**src/rtl/alu_pkg.sv**
```systemverilog
// Shared constants for the ALU flag stage: flag bit positions, skid states,
// and the condition-code derivation applied when a sum is loaded.
package alu_pkg;

  localparam int ALU_W = 32;

  localparam int FLAG_OF = 3;
  localparam int FLAG_CF = 2;
  localparam int FLAG_ZF = 1;
  localparam int FLAG_NF = 0;

  localparam logic [1:0] ST_EMPTY = 2'd0;
  localparam logic [1:0] ST_ONE   = 2'd1;
  localparam logic [1:0] ST_FULL  = 2'd2;

  typedef enum logic [1:0] {
    S_EMPTY = ST_EMPTY,
    S_ONE   = ST_ONE,
    S_FULL  = ST_FULL
  } skid_st_e;

  // Returns {eq, lt, ge, ltu}; ltu=~cf assumes subtract was done as a+~b+1.
  function automatic logic [3:0] cond_codes(input logic [3:0] flags);
    logic lt;
    lt = flags[FLAG_NF] ^ flags[FLAG_OF];
    return {flags[FLAG_ZF], lt, ~lt, ~flags[FLAG_CF]};
  endfunction

endpackage

```
**src/rtl/alu_skid_buf.sv**
```systemverilog
// Two-entry valid/ready skid buffer. in_ready is a flop, so there is no
// combinational path from out_ready back to in_ready.
module alu_skid_buf
  import alu_pkg::*;
#(
  parameter int DW = 40
) (
  input  logic          clk,
  input  logic          rst,
  input  logic          in_valid,
  output logic          in_ready,
  input  logic [DW-1:0] in_data,
  output logic          out_valid,
  input  logic          out_ready,
  output logic [DW-1:0] out_data
);

  skid_st_e      state_q, state_d;
  logic [DW-1:0] main_q, main_d;
  logic [DW-1:0] skid_q, skid_d;
  logic          rdy_q;
  logic          accept, emit;

  assign accept    = in_valid & rdy_q;
  assign emit      = (state_q != S_EMPTY) & out_ready;
  assign in_ready  = rdy_q;
  assign out_valid = (state_q != S_EMPTY);
  assign out_data  = main_q;

  always_ff @(posedge clk or posedge rst) begin
    if (rst) begin
      state_q <= S_EMPTY;
      main_q  <= '0;
      skid_q  <= '0;
      rdy_q   <= 1'b1;
    end else begin
      state_q <= state_d;
      main_q  <= main_d;
      skid_q  <= skid_d;
      rdy_q   <= (state_d != S_FULL);
    end
  end

  always_comb begin
    state_d = state_q;
    main_d  = main_q;
    skid_d  = skid_q;
    case (state_q)
      S_EMPTY: begin
        if (accept) begin
          state_d = S_ONE;
          main_d  = in_data;
        end
      end
      S_ONE: begin
        if (accept && emit) begin
          main_d = in_data;
        end else if (accept) begin
          state_d = S_FULL;
          skid_d  = in_data;
        end else if (emit) begin
          state_d = S_EMPTY;
        end
      end
      S_FULL: begin
        // Older entry sits in main, so skid only ever moves forward into it.
        if (emit) begin
          state_d = S_ONE;
          main_d  = skid_q;
        end
      end
      default: state_d = S_EMPTY;
    endcase
  end

endmodule

```
**src/rtl/alu_flag_stage.sv**
```systemverilog
// Registered result/flag stage behind sign_adder: skid-buffered payload plus
// sticky of/cf status, saturating transfer counter and a flag sanity check.
module alu_flag_stage
  import alu_pkg::*;
#(
  parameter int W     = ALU_W,
  parameter int CNT_W = 16
) (
  input  logic             clk,
  input  logic             rst,
  input  logic             in_valid,
  output logic             in_ready,
  input  logic [W-1:0]     in_result,
  input  logic [3:0]       in_flags,
  output logic             out_valid,
  input  logic             out_ready,
  output logic [W-1:0]     out_result,
  output logic [3:0]       out_flags,
  output logic [3:0]       out_cond,
  output logic             flag_err,
  input  logic             sticky_clr,
  output logic             sticky_of,
  output logic             sticky_cf,
  output logic [CNT_W-1:0] op_count
);

  localparam int DW = W + 8;

  logic [DW-1:0]    pl_in, pl_out;
  logic             accept, emit;
  logic             sof_q, sof_d, scf_q, scf_d;
  logic [CNT_W-1:0] cnt_q, cnt_d;

  // Condition codes are resolved on the way in so they travel with the sum.
  assign pl_in = {in_result, in_flags, cond_codes(in_flags)};

  alu_skid_buf #(.DW(DW)) u_skid (
    .clk      (clk),
    .rst      (rst),
    .in_valid (in_valid),
    .in_ready (in_ready),
    .in_data  (pl_in),
    .out_valid(out_valid),
    .out_ready(out_ready),
    .out_data (pl_out)
  );

  assign out_result = pl_out[DW-1 -: W];
  assign out_flags  = pl_out[7:4];
  assign out_cond   = pl_out[3:0];

  assign accept = in_valid & in_ready;
  assign emit   = out_valid & out_ready;

  // of and cf cannot be cross-checked without the operands, so only zf/nf are.
  assign flag_err = out_valid &
                    ((out_flags[FLAG_ZF] != (out_result == '0)) |
                     (out_flags[FLAG_NF] != out_result[W-1]));

  always_comb begin
    sof_d = (sof_q & ~sticky_clr) | (accept & in_flags[FLAG_OF]);
    scf_d = (scf_q & ~sticky_clr) | (accept & in_flags[FLAG_CF]);
    cnt_d = cnt_q;
    if (emit && (cnt_q != {CNT_W{1'b1}})) cnt_d = cnt_q + 1'b1;
  end

  always_ff @(posedge clk or posedge rst) begin
    if (rst) begin
      sof_q <= 1'b0;
      scf_q <= 1'b0;
      cnt_q <= '0;
    end else begin
      sof_q <= sof_d;
      scf_q <= scf_d;
      cnt_q <= cnt_d;
    end
  end

  assign sticky_of = sof_q;
  assign sticky_cf = scf_q;
  assign op_count  = cnt_q;

endmodule

```
**config.mk**
```make
export PLATFORM = sky130hd
export DESIGN_NAME = alu_flag_stage
export DESIGN_NICKNAME = d
export VERILOG_FILES = /design/src/rtl/alu_pkg.sv /design/src/rtl/alu_skid_buf.sv /design/src/rtl/alu_flag_stage.sv
export SDC_FILE = /design/constraint.sdc
export NUM_CORES = 1
export LEC_CHECK = 0
export CAP_MARGIN = 20
export CORE_UTILIZATION = 30
export DETAILED_ROUTE_END_ITERATION = 7
export MAX_ROUTING_LAYER = met4
export PLACE_DENSITY_LB_ADDON = 0.1
export SYNTH_ARGS = -nofsm -noshare
export SYNTH_HDL_FRONTEND = slang
export SYNTH_HIERARCHICAL = 1
export SYNTH_SLANG_ARGS = --single-unit
```
**constraint.sdc**
```tcl
create_clock -name clk -period 3.5 [get_ports clk]
set_clock_uncertainty 0.1 [all_clocks]
set_input_delay 0.35 -clock clk [delete_from_list [all_inputs] [get_ports clk]]
set_output_delay 0.35 -clock clk [all_outputs]
set_load 0.1 [all_outputs]
```
## After elaboration in Yosys (flattened, before gate mapping)

Index checks and enable logic that the tools add are counted.

- Output and inout port bits: 61
- Bits in registers: 101
- Bits of input ports: 41
- Logic and storage cells: 50

- Multiplexer cells: 10
- Bitwise logic cells: 15
- Reduce and logical (&&, ||, !) cells: 8
- Add/sub/neg operators: 1
- Equality and inequality tests: 9

Operator list:

| cell | count |
|---|---|
| $mux W40 | 3 |
| $pmux W40 S3 | 1 |
| $logic_not A32 Y1 | 1 |
| $add A16 B1 Y16 const B | 1 |
| $ne A16 B16 Y1 const B | 1 |
| $mux W2 | 5 |
| $and A1 B1 Y1 | 7 |
| $ne A2 B2 Y1 const B | 3 |
| $pmux W2 S3 | 1 |
| $not A1 Y1 | 4 |
| $reduce_and A4 Y1 | 1 |
| $or A1 B1 Y1 | 3 |
| $reduce_and A3 Y1 | 1 |
| $reduce_bool A3 Y1 | 1 |
| $eq A2 B1 Y1 const B | 1 |
| $eq A2 B2 Y1 const B | 1 |
| $logic_and A1 B1 Y1 | 2 |
| $logic_not A2 Y1 | 1 |
| $ne A1 B1 Y1 | 2 |
| $ne A2 B1 Y1 const B | 1 |
| $reduce_bool A2 Y1 | 1 |
| $xor A1 B1 Y1 | 1 |

## Logic depth before layout (Yosys ltp)

- Word-level depth: 7
- Mapped depth: 6
- Gate-level depth less buffers: 6

## Cells and area by module

Netlist, hierarchy kept.

Modules (own cells, without submodules):

| module | times used | seq. area each (sq um) | cells an instance | area each (sq um) |
|---|---|---|---|---|
| alu_skid_buf | 1 | 2078.2 | 241 | 3606.0 |
| alu_flag_stage | 1 | 450.4 | 90 | 960.9 |

## Least setup slack after synthesis

No wires, ideal clock.

- Path kind: register to output
- Start point: reg u_skid.main_q[35], in the netlist u_skid/out_data[35]
- End point: out flag_err
- Cell stages (with the launch flop): 6
- Buffers on the path: 0
- Slack: -0.599 ns
- Arrival: 3.649 ns
- Path through: dfrtp_1 > nor4_1 > nand4_1 > nor2_1 > xnor2_1 > a21boi_0

- Longest elaborated chain between the ends: 4

RTL lines:

| item | RTL line | text |
|---|---|---|
| start: declaration | alu_skid_buf.sv:19 | `logic [DW-1:0] main_q, main_d;` |
| start signal: assignment | alu_skid_buf.sv:38 | `main_q <= main_d;` |
| $logic_not A32 Y1 | alu_flag_stage.sv:57 | `((out_flags[FLAG_ZF] != (out_result == '0)) \|` |
| $ne A1 B1 Y1 | alu_flag_stage.sv:57 |  |
| $or A1 B1 Y1 | alu_flag_stage.sv:57 |  |
| $and A1 B1 Y1 | alu_flag_stage.sv:56 | `assign flag_err = out_valid &` |
| end: declaration | alu_flag_stage.sv:20 | `output logic flag_err,` |

Every way passes these cells.

## Worst setup path in the final report

- Start point: reg u_skid.state_q[1]
- End point: out out_valid

- Longest elaborated chain between the ends: 1

RTL lines:

| item | RTL line | text |
|---|---|---|
| start: declaration | alu_skid_buf.sv:18 | `skid_st_e state_q, state_d;` |
| start signal: assignment | alu_skid_buf.sv:37 | `state_q <= state_d;` |
| $reduce_bool A2 Y1 | alu_skid_buf.sv:27 | `assign out_valid = (state_q != S_EMPTY);` |
| end: declaration | alu_flag_stage.sv:15 | `output logic out_valid,` |

Every way passes these cells.

==> impl_metrics.env <==
export IMPL_clkTransAtPathRegs_ns=0.07
export IMPL_synth_seq_cells=101
export IMPL_cts_repair_resized=0
export IMPL_hold_class="input port to async pin"
export IMPL_drc=6
export IMPL_ys_types=39
export IMPL_cts_tree="yes"
export IMPL_nFillCells=1374
export IMPL_die_area_um2=15700
export IMPL_die_w_um=125
export IMPL_grt_pass1_wl_um=18400
export IMPL_rr_endpoint="u_skid/out_data[38]"
export IMPL_critPathMaxFanout=8
export IMPL_slowest_delay_ns=1.00
export IMPL_cts_root_buf="clkbuf_16"
export IMPL_wirelength_um=11500
export IMPL_cts_hold_buf=0
export IMPL_failed_checks="DRC"
export IMPL_insertion_delay_ns=0.35
export IMPL_grt_usage=0.159
export IMPL_rsz0062_at_grt="false"
export IMPL_yosys_most_used_dff="dfrtp_1"
export IMPL_ant_nets=0
export IMPL_place_hpwl_um=7110
export IMPL_vias=3176
export IMPL_synth_nets=373
export IMPL_die_height_um=125
export IMPL_drt_iter0_drc=87
export IMPL_setup_violations=0
export IMPL_core_area_um2=14700
export IMPL_synth_top_cell_area_share=0.548
export IMPL_crit_arrival_ns=2.18
export IMPL_hold_viol=0
export IMPL_slew_headroom=0.306
export IMPL_slowest_stage="clkdlybuf4s50_1"
export IMPL_hold_worst_slack_ns=0.310
export IMPL_worst_setup_path_end_kind="output port"
export IMPL_tns_ns=0
export IMPL_status="finished, violations left"
export IMPL_n_antenna_cell=0
export IMPL_multiInputGateArea_um2=1910
export IMPL_clock_path_buffers=2
export IMPL_synthCells=331
export IMPL_crit_chain="or2_2 -> clkdlybuf4s50_1"
export IMPL_rr_startpoint="u_skid/state_q[0]"
export IMPL_cts_setup_buffers=0
export IMPL_placementRows=44
export IMPL_cts_htree_levels=3
export IMPL_dr_pass1_iters=8
export IMPL_yosys_top_cells_area="dfrtp_1 55%, mux2_4 13%, o32a_1 8.8%, o21a_1 6.6%, xnor2_1 2.5%"
export IMPL_viasPerCell=5.15
export IMPL_drive_gt1_frac=0.171
export IMPL_avgSynthCellArea_um2=13.8
export IMPL_max_freq_mhz=381
export IMPL_io_pins=102
export IMPL_antenna_found_initial=0
export IMPL_grt_max_degree=84
export IMPL_crit_required_ns=3.05
export IMPL_period_share=0.750
export IMPL_cts_buffers=9
export IMPL_synthToLayoutAreaGrowth_pct=33.2
export IMPL_nets=471
export IMPL_worst_pin_slew_ns=1.04
export IMPL_synth_edff_count=0
export IMPL_gp_congestion=0.747
export IMPL_detail_route_wl_per_cell_um=18.6
export IMPL_globalRouteOverflowTotal=0
export IMPL_portBuffers=101
export IMPL_start_util=0.311
export IMPL_start_kind="flop"
export IMPL_reg2reg_slack_ns=1.45
export IMPL_synth_area_um2=4570
export IMPL_maxSlewViolCount=0
export IMPL_grt_pass1_vias=3314
export IMPL_cts_sinks=101
export IMPL_synth_top_cell_by_area="dfrtp_1"
export IMPL_period_needed_ns=2.63
export IMPL_path_class="flop to output port"
export IMPL_regArea_um2=2530
export IMPL_yosysWarnings=6
export IMPL_synth_seq_area_share=0.554
export IMPL_drv_cap=0
export IMPL_reg2reg_depth=5
export IMPL_async_flop_share=1.00
==> cells by family after synthesis <==
kind of cell / after synthesis / synth area share
flip-flops: 101 / 0.554
AO/OA/AOI/OAI: 89 / 0.170
AND/OR/NAND/NOR: 51 / 0.0693
multiplexers: 43 / 0.139
buffers and inverters: 29 / 0.0329
XOR/XNOR: 17 / 0.0326
adder cells (fa/ha/maj): 1 / 0.00274
==> cell type report <==
cell class | count | area share
Tap cell | 184 | 0.0379
Sequential cell | 101 | 0.416
Clock inverter | 4 | 0.0121
Clock buffer | 11 | 0.0383
Timing Repair Buffer | 109 | 0.178
Inverter | 7 | 0.00453
Multi-Input combinational cell | 201 | 0.314
==> routing by layer <==
| metal | global-route usage | vias up | wire length [um] |
|---|---|---|---|
| li1 | - | 1454 | - |
| met1 | 0.205 | 1639 | 5480 |
| met2 | 0.241 | 73 | 5330 |
| met3 | 0.0415 | 10 | 526 |
| met4 | 0.0560 | 0 | 148 |
| met5 | - | - | 0 |
==> layout by cell type, fill, tap and decap left out, drive strengths merged, types with 4 or more instances in the layout <==
cell type / instances
nand4: 8
o21a: 40
inv: 6
buf: 9
o32a: 40
nand3: 8
clkbuf: 11
mux2: 41
nand2: 8
xnor2: 13
clkdlybuf4s50: 100
xor2: 4
nor4: 8
dfrtp: 100
==> Yosys cell counts (all sizes together), types with 3 or more instances <==
cell type / count
nor4: 8
o32a: 40
nor3: 3
nand2: 8
xnor2: 13
xor2: 4
nand3: 8
dfrtp: 100
buf: 8
clkbuf: 14
o21ai: 3
nand4: 8
inv: 7
mux2: 41
o21a: 40
==> sequential cells by signal, indices dropped and copies added (netlist names) <==
register	cells
u_skid/state_q	2
u_skid/in_ready	1
sticky_of	1
u_skid/skid_q	40
u_skid/out_data	40
op_count	16
sticky_cf	1
==> critical path: cells and delay by family, from the launching register on <==
kind,cells,cell delay (ns)
DFF,1,0.44
buffers and inverters,1,1.00
and+or+nand+nor,1,0.39
==> worst max path at each step <==
stage                                    from             endpoint  cells past startpoint
after global routing      u_skid/out_data[32]             flag_err                      6
after CTS                   u_skid/state_q[1]            out_valid                      2
after global placement              out_ready   u_skid/out_data[0]                      6
after floorplan           u_skid/out_data[35]             flag_err                      5
final                       u_skid/state_q[1]            out_valid                      2
after detailed placement            out_ready  u_skid/out_data[31]                      6
==> stage by stage <==
| stage | instance area [um^2] | cells | utilization | setup slack (ns) |
|---|---|---|---|---|
| global placement | 5780 | 602 | 0.393 | 0.944 |
| floorplan | 4570 | 331 | - | 0.136 |
| CTS | 6080 | 617 | 0.414 | 0.852 |
| detailed placement | 5780 | 602 | 0.393 | 0.881 |
| finish | 6080 | 617 | 0.414 | 0.874 |
| global route | 6080 | 617 | 0.414 | 0.754 |
Power is not shown: default switching activity piles up to over one toggle a cycle in this logic, so the estimate is an artifact.
